--- src/rtl/adder_tree_mac.sv ---
// Pipelined M x M multiply-accumulate: registered partial products feed a registered
// binary adder tree, and the final stage accumulates into the output register.
module adder_tree_mac #(
    parameter int M     = 8,
    parameter int ACC_W = 24
) (
    input  logic             clk,
    input  logic             rst_n,
    input  logic             in_valid,
    output logic             in_ready,
    input  logic [M-1:0]     in_a,
    input  logic [M-1:0]     in_b,
    input  logic             in_signed,
    input  logic             in_first,
    output logic             out_valid,
    input  logic             out_ready,
    output logic [2*M-1:0]   out_prod,
    output logic [ACC_W-1:0] out_acc,
    output logic             out_ovf
);
    localparam int N      = 2 * M;
    localparam int LEVELS = $clog2(M);

    logic             advance;
    logic [N-1:0]     a_ext;
    logic [N-1:0]     pp [M];

    // Level 0 holds the partial products; level l holds M>>l running sums.
    logic [N-1:0]     tree_reg [LEVELS+1][M];
    logic [LEVELS:0]  vld_reg;
    logic [LEVELS:0]  sgn_reg;
    logic [LEVELS:0]  first_reg;

    logic [N-1:0]     root;
    logic [ACC_W-1:0] p_ext;
    logic [ACC_W-1:0] acc_base;
    logic [ACC_W:0]   acc_sum;
    logic             ovf_next;

    // The whole pipe freezes while the output beat is held back.
    assign advance  = !(out_valid && !out_ready);
    assign in_ready = advance;

    assign a_ext = in_signed ? N'($signed(in_a)) : N'(in_a);

    // Sign-extended partial products; in signed mode the multiplier MSB carries
    // negative weight, so its row is subtracted instead of added.
    genvar gi;
    generate
        for (gi = 0; gi < M; gi++) begin : g_pp
            logic [N-1:0] shifted;
            assign shifted = a_ext << gi;
            if (gi == M - 1) begin : g_msb
                assign pp[gi] = !in_b[gi] ? '0 : (in_signed ? N'(0) - shifted : shifted);
            end else begin : g_low
                assign pp[gi] = in_b[gi] ? shifted : '0;
            end
        end
    endgenerate

    assign root = tree_reg[LEVELS][0];

    always_comb begin
        p_ext    = sgn_reg[LEVELS] ? ACC_W'($signed(root)) : ACC_W'(root);
        acc_base = first_reg[LEVELS] ? '0 : out_acc;
        acc_sum  = {1'b0, acc_base} + {1'b0, p_ext};
        ovf_next = 1'b0;
        if (!first_reg[LEVELS]) begin
            if (sgn_reg[LEVELS]) begin
                ovf_next = (acc_base[ACC_W-1] == p_ext[ACC_W-1]) &&
                           (acc_sum[ACC_W-1] != acc_base[ACC_W-1]);
            end else begin
                ovf_next = acc_sum[ACC_W];
            end
        end
    end

    always_ff @(posedge clk or negedge rst_n) begin
        if (!rst_n) begin
            for (int l = 0; l <= LEVELS; l++) begin
                for (int j = 0; j < M; j++) begin
                    tree_reg[l][j] <= '0;
                end
            end
            vld_reg   <= '0;
            sgn_reg   <= '0;
            first_reg <= '0;
            out_valid <= 1'b0;
            out_prod  <= '0;
            out_acc   <= '0;
            out_ovf   <= 1'b0;
        end else if (advance) begin
            for (int j = 0; j < M; j++) begin
                tree_reg[0][j] <= pp[j];
            end
            for (int l = 1; l <= LEVELS; l++) begin
                for (int j = 0; j < (M >> l); j++) begin
                    tree_reg[l][j] <= tree_reg[l-1][2*j] + tree_reg[l-1][2*j+1];
                end
            end
            vld_reg   <= {vld_reg[LEVELS-1:0], in_valid};
            sgn_reg   <= {sgn_reg[LEVELS-1:0], in_signed};
            first_reg <= {first_reg[LEVELS-1:0], in_first};
            out_valid <= vld_reg[LEVELS];
            if (vld_reg[LEVELS]) begin
                out_prod <= root;
                out_acc  <= acc_sum[ACC_W-1:0];
                out_ovf  <= ovf_next;
            end
        end
    end
endmodule
--- config.mk ---
export PLATFORM = sky130hd
export DESIGN_NAME = adder_tree_mac
export DESIGN_NICKNAME = d
export VERILOG_FILES = /design/src/rtl/adder_tree_mac.sv
export SDC_FILE = /design/constraint.sdc
export NUM_CORES = 1
export LEC_CHECK = 0
export ABC_CLOCK_PERIOD_IN_PS = 4050
export CAP_MARGIN = 20
export CORE_UTILIZATION = 61
export CTS_BUF_LIST = sky130_fd_sc_hd__clkbuf_16
export DETAILED_ROUTE_END_ITERATION = 10
export PLACE_DENSITY = 0.81
export SYNTH_ARGS = -nofsm -noshare
export SYNTH_HDL_FRONTEND = slang
export SYNTH_SLANG_ARGS = --single-unit
--- constraint.sdc ---
create_clock -name clk -period 4.05 [get_ports clk]
set_input_delay 0.81 -clock clk [delete_from_list [all_inputs] [get_ports clk]]
set_output_delay 0.81 -clock clk [all_outputs]
set_load 0.03 [all_outputs]
# Yosys cells after proc, flatten, opt, wreduce, memory -nomap -nowiden
# Cells that the tools add are included.
# classes
eq_ne	2
addsub	9
n_reduce_logical	5
bitwise	1
n_mux	14
# op_table
cell	count
16-bit 2-to-1 mux	10
16-bit adder	7
24-bit 2-to-1 mux	2
24-bit by 24-bit adder with 25-bit output	1
1-bit by 16-bit subtractor with 16-bit output (first input constant)	1
1-bit logical AND	2
1-bit logical NOT	2
1-bit 2-to-1 mux	2
2-bit AND reduction	1
1-bit equality test	1
1-bit inequality test	1
1-bit inverter	1
# word_totals
output_inout_bits	43
regBits	294

# Depth between registers and ports, before layout
# logic_depth
depth_word	6
mapped_depth	13
depth_no_buf	11

# Least setup slack after synthesis
# No wires, ideal clock.
# synth_path
kind	flip-flop to flip-flop
from	register first_reg[3]
to	register out_ovf
arrival_time_ns	3.046
path_buffers	2
setup_slack_ns	0.879
path_stages_with_launch	14
synth_period_minus_slack_ns	3.171
cell_sequence	dfrtp_1 clkbuf_1 clkbuf_1 nor2b_1 ha_1 fa_1 a211oi_2 o21ai_1 a31oi_2 o21ai_1 o31a_1 a211o_1 a21oi_1 a21oi_1
# synth_via
elab_chain_cells	6
elab_cells_between_ends	7
cone_classes	1 x add/sub; 2 x eq/ne; 3 x mux; 1 x reduce/logical
# synth_rtl
element	line	source
start, declared	32	logic [LEVELS:0] first_reg;
start signal, assigned	103	first_reg <= {first_reg[LEVELS-1:0], in_first};
24-bit 2-to-1 mux	65	acc_base = first_reg[LEVELS] ? '0 : out_acc;
24-bit by 24-bit adder with 25-bit output	66	acc_sum = {1'b0, acc_base} + {1'b0, p_ext};
1-bit inequality test	71	(acc_sum[ACC_W-1] != acc_base[ACC_W-1]);
1-bit logical AND	70	ovf_next = (acc_base[ACC_W-1] == p_ext[ACC_W-1]) &&
1-bit 2-to-1 mux	69	if (sgn_reg[LEVELS]) begin
1-bit 2-to-1 mux (*)	68	if (!first_reg[LEVELS]) begin
end signal, assigned	108	out_ovf <= ovf_next;
end, declared	19	output logic out_ovf
# Every way passes the cells marked *; elsewhere a longest branch is shown, timed or not.
# A chain may end at the register's enable or synchronous reset.

# Worst setup path in the final report
# layout_path
from	register first_reg[3]
to	register out_acc[20]
# layout_via
elab_chain_cells	2
# layout_rtl
element	line	source
24-bit 2-to-1 mux	65	
24-bit by 24-bit adder with 25-bit output	66	
end signal, assigned	107	out_acc <= acc_sum[ACC_W-1:0];
end, declared	18	output logic [ACC_W-1:0] out_acc,
# Every way passes these cells.

==> impl_metrics.ini <==
[worst_setup_path]
critical_path_required_ns = 4.45
path_delay_family = compound AO/OA/AOI/OAI gates
critPathBufInv = 0
cpMaxStageDelayCell = dfrtp_1
start_kind = flip-flop
cp_common_cell = o21ai_1
worstPathCellList = nor2b_1, ha_1, fa_1, a211oi_2, o21ai_1, a31oi_2, o21ai_1, o31a_1, a31oi_1, xor2_1, o21ai_1
crit_type = reg2reg
end_kind = flip-flop
arrival_ns = 3.67
cp_slowest_stage_delay_ns = 0.68
r2r_setup_slack_ns = 0.79
cp_max_fo = 16

[logic_synthesis]
ys_top_cells_by_area = dfrtp_1 (45%), ha_1 (9.5%), nand2_1 (8.2%)
synth_commonest_cells = nand2_1 (268), dfrtp_1 (222), ha_1 (93), nor2_1 (90), o21ai_0 (85)
synth_top_area_frac = 0.4537
synthFlopType = dfrtp_1
syn_nets = 1470
seq_area_frac_synth = 0.4537
ys_ff_latch = 222
syn_inst = 1347
async_reset_ff_frac = 1.000
yosys_warnings = 0
synth_edf_count = 0
yosysMostFrequentCell = nand2_1
ys_types = 58
synth_top_cell_by_area = dfrtp_1
synth_area_mm2 = 0.01225
syn_area_per_cell_um2 = 9.091

[placed_design]
placement.io_buffers = 64
dpl.cell_count = 1618
dp_hpwl_mm = 18.24
dp_slack_ns = 0.8056
place.gp.congestion = 0.9161

[die]
ios = 65
row_count = 51
dieArea_mm2 = 0.02065
core_region_area_mm2 = 0.01959
die_w_um = 143.7
die_h_um = 143.7
initial_core_util = 0.6251

[timing]
timing.slew.headroom = 0.3818
rsz0062_at_grt = false
setup_slack_ns = 0.7870
min_period_ns = 3.263
setup_viol = 0
finalHoldViolCount = 0
maxSlewViolCount = 0
setup_tns_ns = 0
fmax_mhz = 306.5
tightestPinTransition_ns = 0.9240
post-route-period-util = 0.8057
clock_skew_ns = 0.01095

[worst_hold_path]
hp-class = in2async

[route]
dr_total_vias = 9539
antenna_left = 0
drt-total-wl_mm = 26.87
drc = 0
initialDrtViolationCount = 677
routed_via_density = 5.739
wl_per_cell_um = 16.17
drt-pass1-iter-count = 5

[clock_tree]
clk_latency_ns = 0.53
h-tree-depth = 1
post_cts_buffers = 0
root_buffer = clkbuf_16
cts-root-to-sink-buffers = 3
cts_hold_buf = 0
cts_tree = built
clk_pin_slew_ns = 0.06
numCtsBuffers = 24
cts_resized = 0
clock_sinks = 222

[run]
maxCapViolations = 0

[grt]
antenna_found_initial = 0
track_usage = 0.2769
grt_pass1_vias = 9175
overflow = 0
grt_pass1_wl_mm = 45.42
grt_max_degree = 181

[final_layout]
largest_reg_flops = 152
fill_cells = 1465
drive_above_1_share = 0.06013
area_growth_pct = 14.08
num_antenna_cells = 0
fin_cells = 1662
layout.nets = 1502

[outcome]
status = finished clean

[power]
power_leakage_nw = 6.752
power_per_cell_area_mw_per_mm2 = 883.6
irDropWorstVdd_mv = 0.4654
==> final timing paths <==
| kind | startpoint | depth (start not counted) | endpoint |
|---|---|---|---|
| worst max-delay path | first_reg[3]$_DFFE_PN0N_ | 11 | out_acc[20]$_DFFE_PN0P_ |
| worst min-delay path | rst_n | 1 | tree_reg[239]$_DFFE_PN0N_ |
| worst max register to register | first_reg[3]$_DFFE_PN0N_ | 11 | out_acc[20]$_DFFE_PN0P_ |
| worst min register to register | tree_reg[242]$_DFFE_PN0N_ | 2 | tree_reg[242]$_DFFE_PN0N_ |
| max in group asynchronous | rst_n | 2 | tree_reg[383]$_DFFE_PN0N_ |
| min in group clk | tree_reg[242]$_DFFE_PN0N_ | 2 | tree_reg[242]$_DFFE_PN0N_ |
==> worst register-to-register path, stage by stage, from the launching register on <==
cell	delay, ns
dfrtp_1	0.68
nor2b_1	0.11
ha_1	0.25
fa_1	0.44
a211oi_2	0.25
o21ai_1	0.16
a31oi_2	0.30
o21ai_1	0.14
o31a_1	0.32
a31oi_1	0.24
xor2_1	0.16
o21ai_1	0.08
==> logic make-up after synthesis <==
group / synth area share
AND/OR/NAND/NOR: 0.1830
AO/OA/AOI/OAI: 0.1491
adder cells (fa/ha/maj): 0.1081
buffers and inverters: 0.03985
XOR/XNOR: 0.04721
flip-flops: 0.4537
multiplexers: 0.01911
==> placed cells by master, fill, tap and decap left out, types with 24 or more instances in the layout <==
| master | count |
|---|---|
| nor2_1 | 90 |
| inv_1 | 62 |
| o21ai_0 | 85 |
| clkbuf_16 | 24 |
| nor2b_1 | 35 |
| ha_1 | 93 |
| nand3_1 | 65 |
| xor2_1 | 35 |
| dfrtp_1 | 222 |
| clkdlybuf4s50_1 | 63 |
| nand2_1 | 267 |
| xnor2_1 | 31 |
| a21oi_1 | 82 |
==> through the flow <==
stage                     utilization  total power [mW]  instance area [um2]  hold slack [ns]
after floorplan                     -             8.251                12250           0.4386
after global placement         0.6678             9.611                13080           0.4493
after detailed placement       0.6678             9.855                13080           0.4551
after CTS                      0.7131             12.38                13970           0.4064
after global routing           0.7131             13.32                13970           0.4435
final                          0.7131             12.34                13970           0.3584
==> report_power, final <==
| group | leakage [nW] | switching, mW | internal, mW | total (mW) |
|---|---|---|---|---|
| sequential | 2.76 | 0.637 | 3.13 | 3.76 |
| combinational | 3.57 | 3.52 | 2.62 | 6.14 |
| clock | 0.427 | 0.909 | 1.53 | 2.44 |
| total | 6.75 | 5.07 | 7.28 | 12.3 |
==> final cells by class <==
class	count	area, um2	area share
multi-input cells	995	6212	0.4447
flip-flops and latches	222	5555	0.3977
clock inverters	20	286.5	0.02051
well taps	265	331.6	0.02373
repair buffers	74	745.7	0.05338
clock buffers	24	600.6	0.04299
inverters	62	237.7	0.01702
==> metal layers <==
layer	global-route usage	up-vias	routed length, um
li1	-	4674	-
met1	0.3888	4616	12460
met2	0.4545	214	12740
met3	0.03799	35	1117
met4	0.06999	0	552
met5	0	-	0
(Power assumes the default switching activity.)
